===== config.mk =====
export PLATFORM = sky130hd
export DESIGN_NAME = amber48_uart_tx
export DESIGN_NICKNAME = d
export VERILOG_FILES = /design/src/rtl/amber48_uart_tx.sv
export SDC_FILE = /design/constraint.sdc
export NUM_CORES = 1
export LEC_CHECK = 0
export CAP_MARGIN = 20
export CORE_MARGIN = 2
export CORE_UTILIZATION = 55
export CTS_CLUSTER_SIZE = 12
export DETAILED_ROUTE_END_ITERATION = 8
export PLACE_DENSITY_LB_ADDON = 0.2
export RECOVER_POWER = 25
export SYNTH_ARGS = -nofsm -noshare
export SYNTH_HDL_FRONTEND = slang
export SYNTH_SLANG_ARGS = --single-unit

===== constraint.sdc =====
create_clock -name clk_i -period 2.53 [get_ports clk_i]
set_input_delay 0.3795 -clock clk_i [delete_from_list [all_inputs] [get_ports clk_i]]
set_output_delay 0.3795 -clock clk_i [all_outputs]
set_load 0.01 [all_outputs]

===== src/rtl/amber48_uart_tx.sv =====
// 8N1 UART transmitter with a byte FIFO in front of it. Accepts the one-cycle
// store strobe from the data memory and serialises bytes LSB first onto txd_o.
module amber48_uart_tx #(
    parameter int CLKS_PER_BIT = 434,
    parameter int FIFO_DEPTH   = 16,
    localparam int CW          = $clog2(FIFO_DEPTH + 1)
) (
    input  logic          clk_i,
    input  logic          rst_i,
    input  logic          tx_valid_i,
    input  logic [7:0]    tx_data_i,
    output logic          tx_ready_o,
    output logic          txd_o,
    output logic          busy_o,
    output logic [CW-1:0] fifo_count_o,
    output logic          drop_o
);

    localparam int PW = $clog2(FIFO_DEPTH);
    localparam int BW = $clog2(CLKS_PER_BIT);

    typedef enum logic [1:0] {
        ST_IDLE,
        ST_START,
        ST_DATA,
        ST_STOP
    } state_t;

    state_t        state_q, state_d;
    logic [BW-1:0] bit_cnt_q, bit_cnt_d;
    logic [2:0]    bit_idx_q, bit_idx_d;
    logic [7:0]    shift_q, shift_d;
    logic          txd_q, txd_d;
    logic [PW-1:0] wr_ptr_q, rd_ptr_q;
    logic [CW-1:0] count_q, count_d;
    logic          drop_q;

    logic [7:0]    mem [FIFO_DEPTH];

    logic push;
    logic pop;
    logic fifo_empty;
    logic bit_done;

    // Ready comes only from the registered count, so a pop in the same cycle
    // never opens the door for a push while full.
    assign tx_ready_o   = (count_q != CW'(FIFO_DEPTH));
    assign fifo_empty   = (count_q == '0);
    assign push         = tx_valid_i && tx_ready_o;
    assign bit_done     = (bit_cnt_q == BW'(CLKS_PER_BIT - 1));

    assign txd_o        = txd_q;
    assign busy_o       = (state_q != ST_IDLE) || !fifo_empty;
    assign fifo_count_o = count_q;
    assign drop_o       = drop_q;

    always_ff @(posedge clk_i) begin
        if (push) begin
            mem[wr_ptr_q] <= tx_data_i;
        end
    end

    always_comb begin
        count_d = count_q;
        case ({push, pop})
            2'b10:   count_d = count_q + CW'(1);
            2'b01:   count_d = count_q - CW'(1);
            default: count_d = count_q;
        endcase
    end

    always_ff @(posedge clk_i or posedge rst_i) begin
        if (rst_i) begin
            wr_ptr_q <= '0;
            rd_ptr_q <= '0;
            count_q  <= '0;
            drop_q   <= 1'b0;
        end else begin
            if (push) begin
                wr_ptr_q <= wr_ptr_q + PW'(1);
            end
            if (pop) begin
                rd_ptr_q <= rd_ptr_q + PW'(1);
            end
            count_q <= count_d;
            drop_q  <= tx_valid_i && !tx_ready_o;
        end
    end

    always_comb begin
        state_d   = state_q;
        bit_cnt_d = bit_cnt_q;
        bit_idx_d = bit_idx_q;
        shift_d   = shift_q;
        txd_d     = txd_q;
        pop       = 1'b0;

        case (state_q)
            ST_IDLE: begin
                txd_d = 1'b1;
                if (!fifo_empty) begin
                    pop       = 1'b1;
                    shift_d   = mem[rd_ptr_q];
                    bit_cnt_d = '0;
                    state_d   = ST_START;
                    txd_d     = 1'b0;
                end
            end

            ST_START: begin
                if (bit_done) begin
                    bit_cnt_d = '0;
                    bit_idx_d = 3'd0;
                    state_d   = ST_DATA;
                    txd_d     = shift_q[0];
                end else begin
                    bit_cnt_d = bit_cnt_q + BW'(1);
                end
            end

            ST_DATA: begin
                if (bit_done) begin
                    bit_cnt_d = '0;
                    if (bit_idx_q == 3'd7) begin
                        state_d = ST_STOP;
                        txd_d   = 1'b1;
                    end else begin
                        // Shift right so the next data bit is always at [1].
                        bit_idx_d = bit_idx_q + 3'd1;
                        shift_d   = {1'b0, shift_q[7:1]};
                        txd_d     = shift_q[1];
                    end
                end else begin
                    bit_cnt_d = bit_cnt_q + BW'(1);
                end
            end

            ST_STOP: begin
                if (bit_done) begin
                    bit_cnt_d = '0;
                    if (!fifo_empty) begin
                        pop     = 1'b1;
                        shift_d = mem[rd_ptr_q];
                        state_d = ST_START;
                        txd_d   = 1'b0;
                    end else begin
                        state_d = ST_IDLE;
                        txd_d   = 1'b1;
                    end
                end else begin
                    bit_cnt_d = bit_cnt_q + BW'(1);
                end
            end

            default: begin
                state_d = ST_IDLE;
                txd_d   = 1'b1;
            end
        endcase
    end

    always_ff @(posedge clk_i or posedge rst_i) begin
        if (rst_i) begin
            state_q   <= ST_IDLE;
            bit_cnt_q <= '0;
            bit_idx_q <= 3'd0;
            shift_q   <= 8'h00;
            txd_q     <= 1'b1;
        end else begin
            state_q   <= state_d;
            bit_cnt_q <= bit_cnt_d;
            bit_idx_q <= bit_idx_d;
            shift_q   <= shift_d;
            txd_q     <= txd_d;
        end
    end

endmodule


==> impl_results.md <==
- Run status: finished, final reports clean
- Post-route minimum period: between 2 and 2.5 ns
- Crit path required time: around 2.8 ns
- Hold_buf cts: 0
- Fin cells: approximately 700
- Post-synthesis sequential area ratio: between 60 and 70%
- Number of max-cap violations: 0
- Met2 usage: between 30% and 40%
- GR met1 Demand/Resource: between 20 and 30%
- Cell Area, Placed: 0.00768 sq mm
- GRT Resource Usage Total: 21.8%
- Worst-path clk slew: 0.06 ns
- Chip Width: between 100 and 150 um
- Die area: between 0.01 and 0.015 sq mm
- CP max-delay cell: or4_4
- Hold Fails Final Rpt: 0
- Initial Util: around 56%
- GP Congestion: ~0.87
- DP HPWL: around 8.7 mm
- Io pins: 20
- GRT overflow: 0
- Buf+Inv Stages, Crit Path: 1
- Clock Sinks: ~170
- CP delay by family, top: simple AND/OR/NAND/NOR gates
- Critical Path Fanout Max: 4
- DP Worst Slack: -0.0214 ns
- Share of cells above drive strength 1: about a quarter
- ANT cells: 0
- Max Root-Sink Buffers: 2
- CTS root buf: clkbuf_16
- Total Power: about 9.5 mW
- Routed wire length: roughly 13 mm
- Final setup vio count: 0
- Fin crit share: between 90% and 100%
- Hold slack: between 0.4 and 0.5 ns
- DRC: 0
- H-tree depth: 4
- Final setup margin: between 0.09 and 0.1 ns
- GRT busiest layer: met2
- Largest net degree at the start of global routing: 38
- Yosys warns: 0
- DR pass1 iterations: 5
- Max-slew headroom: between 30% and 40%
- Num CTS Buffers: 17
- RSZ-0062 raised after global routing: true
- FFs w/ async S/R, synth: 22.4%
- Syn_area_per_cell: ~16 sq um
- Commonest cells in the netlist: 128 x edfxtp_1, 36 x dfrtp_1, 29 x mux4_2, 28 x nand2_1, 28 x nor2_1
- Cells after synthesis: 436
- Vias per cell: between 5 and 6
- CP Launch Type: flop
- Main area contributors after synthesis: edfxtp_1 55%, dfrtp_1 13%, mux4_2 9.3%, ha_1 3.2%, mux2i_1 1.7%
- WP data arrival: around 2.7 ns
- Placed Cells incl. Taps: approximately 660
- Routed wire per std cell: about 19 um
- Initial antenna violation count: 0
- Area grow syn2layout: 18.5%
- Top-count cell post-synth: edfxtp_1
- Global-route wire length before repair: 21.4 mm
- Crit path cell chain: or4_4, nor2_4, nor3_2, ha_2, buf_4, ha_1, a21o_1, a21oi_2, xor2_1, o21ai_0
- CP endpoint kind: flop
- Met3 Use GR: under 10%
- #FFs+latches synth: between 150 and 200
- Worst setup skew after layout: 0.00814 ns
- Peak VDD IR: roughly 0.56 mV
- P_leak: ~3.0 nW
- Critical path class: flop to flop
- Worst-skew pair later-pin latency: between 0.4 and 0.5 ns
- Slew @ Worst Pin: around 0.94 ns
- Synth area leader: edfxtp_1
- Slew Limit Fails: 0
- Pwr Density: 1150 mW/mm^2
- Unique masters post-synth: 53
- Vias: 3932
- DRT iter0 DRCs: between 300 and 400
- Fill cell count: 900
- DIE HEIGHT: 117 um
- Max incr delay on CP: 0.55 ns
- Ys flop type: edfxtp_1
- Synth top area share: roughly 55%
- Max Fclk: 0.410 GHz
- CTS tree: yes
- Nets: 540
- Design Area, Final: approximately 0.0083 sq mm
- Post-synth EDFFs: 128
- Post-synthesis net count: about 470
- Worst hold path type: flop to flop
- Vias in the first global route: approximately 4100
- Cell Area, Synth: ~0.007 sq mm
- Final ANT Viol Nets: 0
- FP Rows: 41
- Core region area: 0.0125 sq mm
- Port Buffers: 19
-- path summary, 6_finish.rpt --
kind                                       from               to  slack (ns)  depth (start not counted)
worst max-delay path            fifo_count_o[1]  fifo_count_o[3]        0.09                         10
worst min-delay path                      txd_o            txd_o        0.46                          2
worst max register to register  fifo_count_o[1]  fifo_count_o[3]        0.09                         10
worst min register to register            txd_o            txd_o        0.46                          2
max in group asynchronous                 rst_i  fifo_count_o[3]        1.21                          3
min in group asynchronous                 rst_i           drop_o        0.68                          3
-- placed cells by master, fill, tap and decap left out, drive strengths merged, types with 2 or more instances in the layout --
cell / netlist / final
a22oi: 4 / 4
mux2i: 12 / 12
inv: 17 / 21
and3: 2 / 2
o21ai: 21 / 21
nand2: 28 / 28
clkinv: 0 / 8
a22o: 2 / 2
clkinvlp: 0 / 2
clkdlybuf4s50: 0 / 14
nand3: 10 / 10
nand2b: 4 / 4
a31oi: 9 / 9
buf: 11 / 53
o221ai: 2 / 2
ha: 18 / 18
dfrtp: 36 / 36
mux2: 2 / 2
clkbuf: 7 / 19
dlygate4sd3: 0 / 4
xor2: 5 / 5
nor3: 9 / 9
edfxtp: 128 / 128
a21oi: 16 / 16
o22ai: 2 / 2
nand4: 2 / 2
a21o: 2 / 2
o31ai: 5 / 5
nor2b: 4 / 4
nor2: 28 / 28
xnor2: 6 / 6
mux4: 30 / 30
a211oi: 2 / 2
-- power breakdown --
part,switching (mW),internal [mW]
logic,1.86,1.69
registers,0.259,3.39
clock network,1.05,1.26
total,3.16,6.34
-- kinds of logic (layout without fill, tap and decap cells) --
group	after synthesis	after routing	synth area share (%)
xor gates and xnor gates	11	11	1.38
DFF	165	165	68.2
buffers and inverters	35	122	2.59
AOI/OAI and AO/OA	68	68	6.06
and+or+nand+nor	94	94	6.54
muxes	44	44	11.7
adders and majority gates	19	19	3.50
-- stage by stage --
| stage | util (%) | setup TNS [ns] |
|---|---|---|
| 2_1_floorplan | - | -0.0797 |
| 3_3_place_gp | 61.4 | 0 |
| 3_5_place_dp | 61.4 | -0.0214 |
| 4_1_cts | 65.9 | 0 |
| 5_1_grt | 66.2 | -0.0525 |
| 6_report | 66.2 | 0 |
-- final cells by class --
cell class | instances | area (sq um) | share of cell area, %
inverters | 17 | 63.8 | 0.770
well taps | 172 | 215 | 2.60
clock buffers | 18 | 429 | 5.18
flip-flops and latches | 165 | 4780 | 57.6
repair buffers | 73 | 617 | 7.44
clock inverters | 14 | 103 | 1.24
multi-input cells | 236 | 2090 | 25.2
-- repair_timing --
item	CTS	global route
resized for setup	5	5
setup endpoints to repair	2	2
buffers inserted	3	4
pin swaps	6	4
-- sequential cells by signal (all words and copies together) (netlist names) --
name          count
bit_cnt_q         9
bit_idx_q         3
drop_o            1
fifo_count_o      5
mem             128
rd_ptr_q          4
shift_q           8
state_q           2
txd_o             1
wr_ptr_q          4
-- worst register-to-register path, delay by kind of cell, from the launching register on --
kind,cells,cell delay [ns]
buf+inv,1,0.14
xor+xnor,1,0.14
compound gates,3,0.41
fa+ha+maj,2,0.47
flops,1,0.44
simple gates,3,0.72
-- routing by layer --
| metal | up-vias | wire (um) |
|---|---|---|
| li1 | 1832 | - |
| met1 | 2014 | 5650 |
| met2 | 72 | 6980 |
| met3 | 14 | 458 |
| met4 | 0 | 193 |
| met5 | - | 0 |
(Power assumes the default switching activity.)
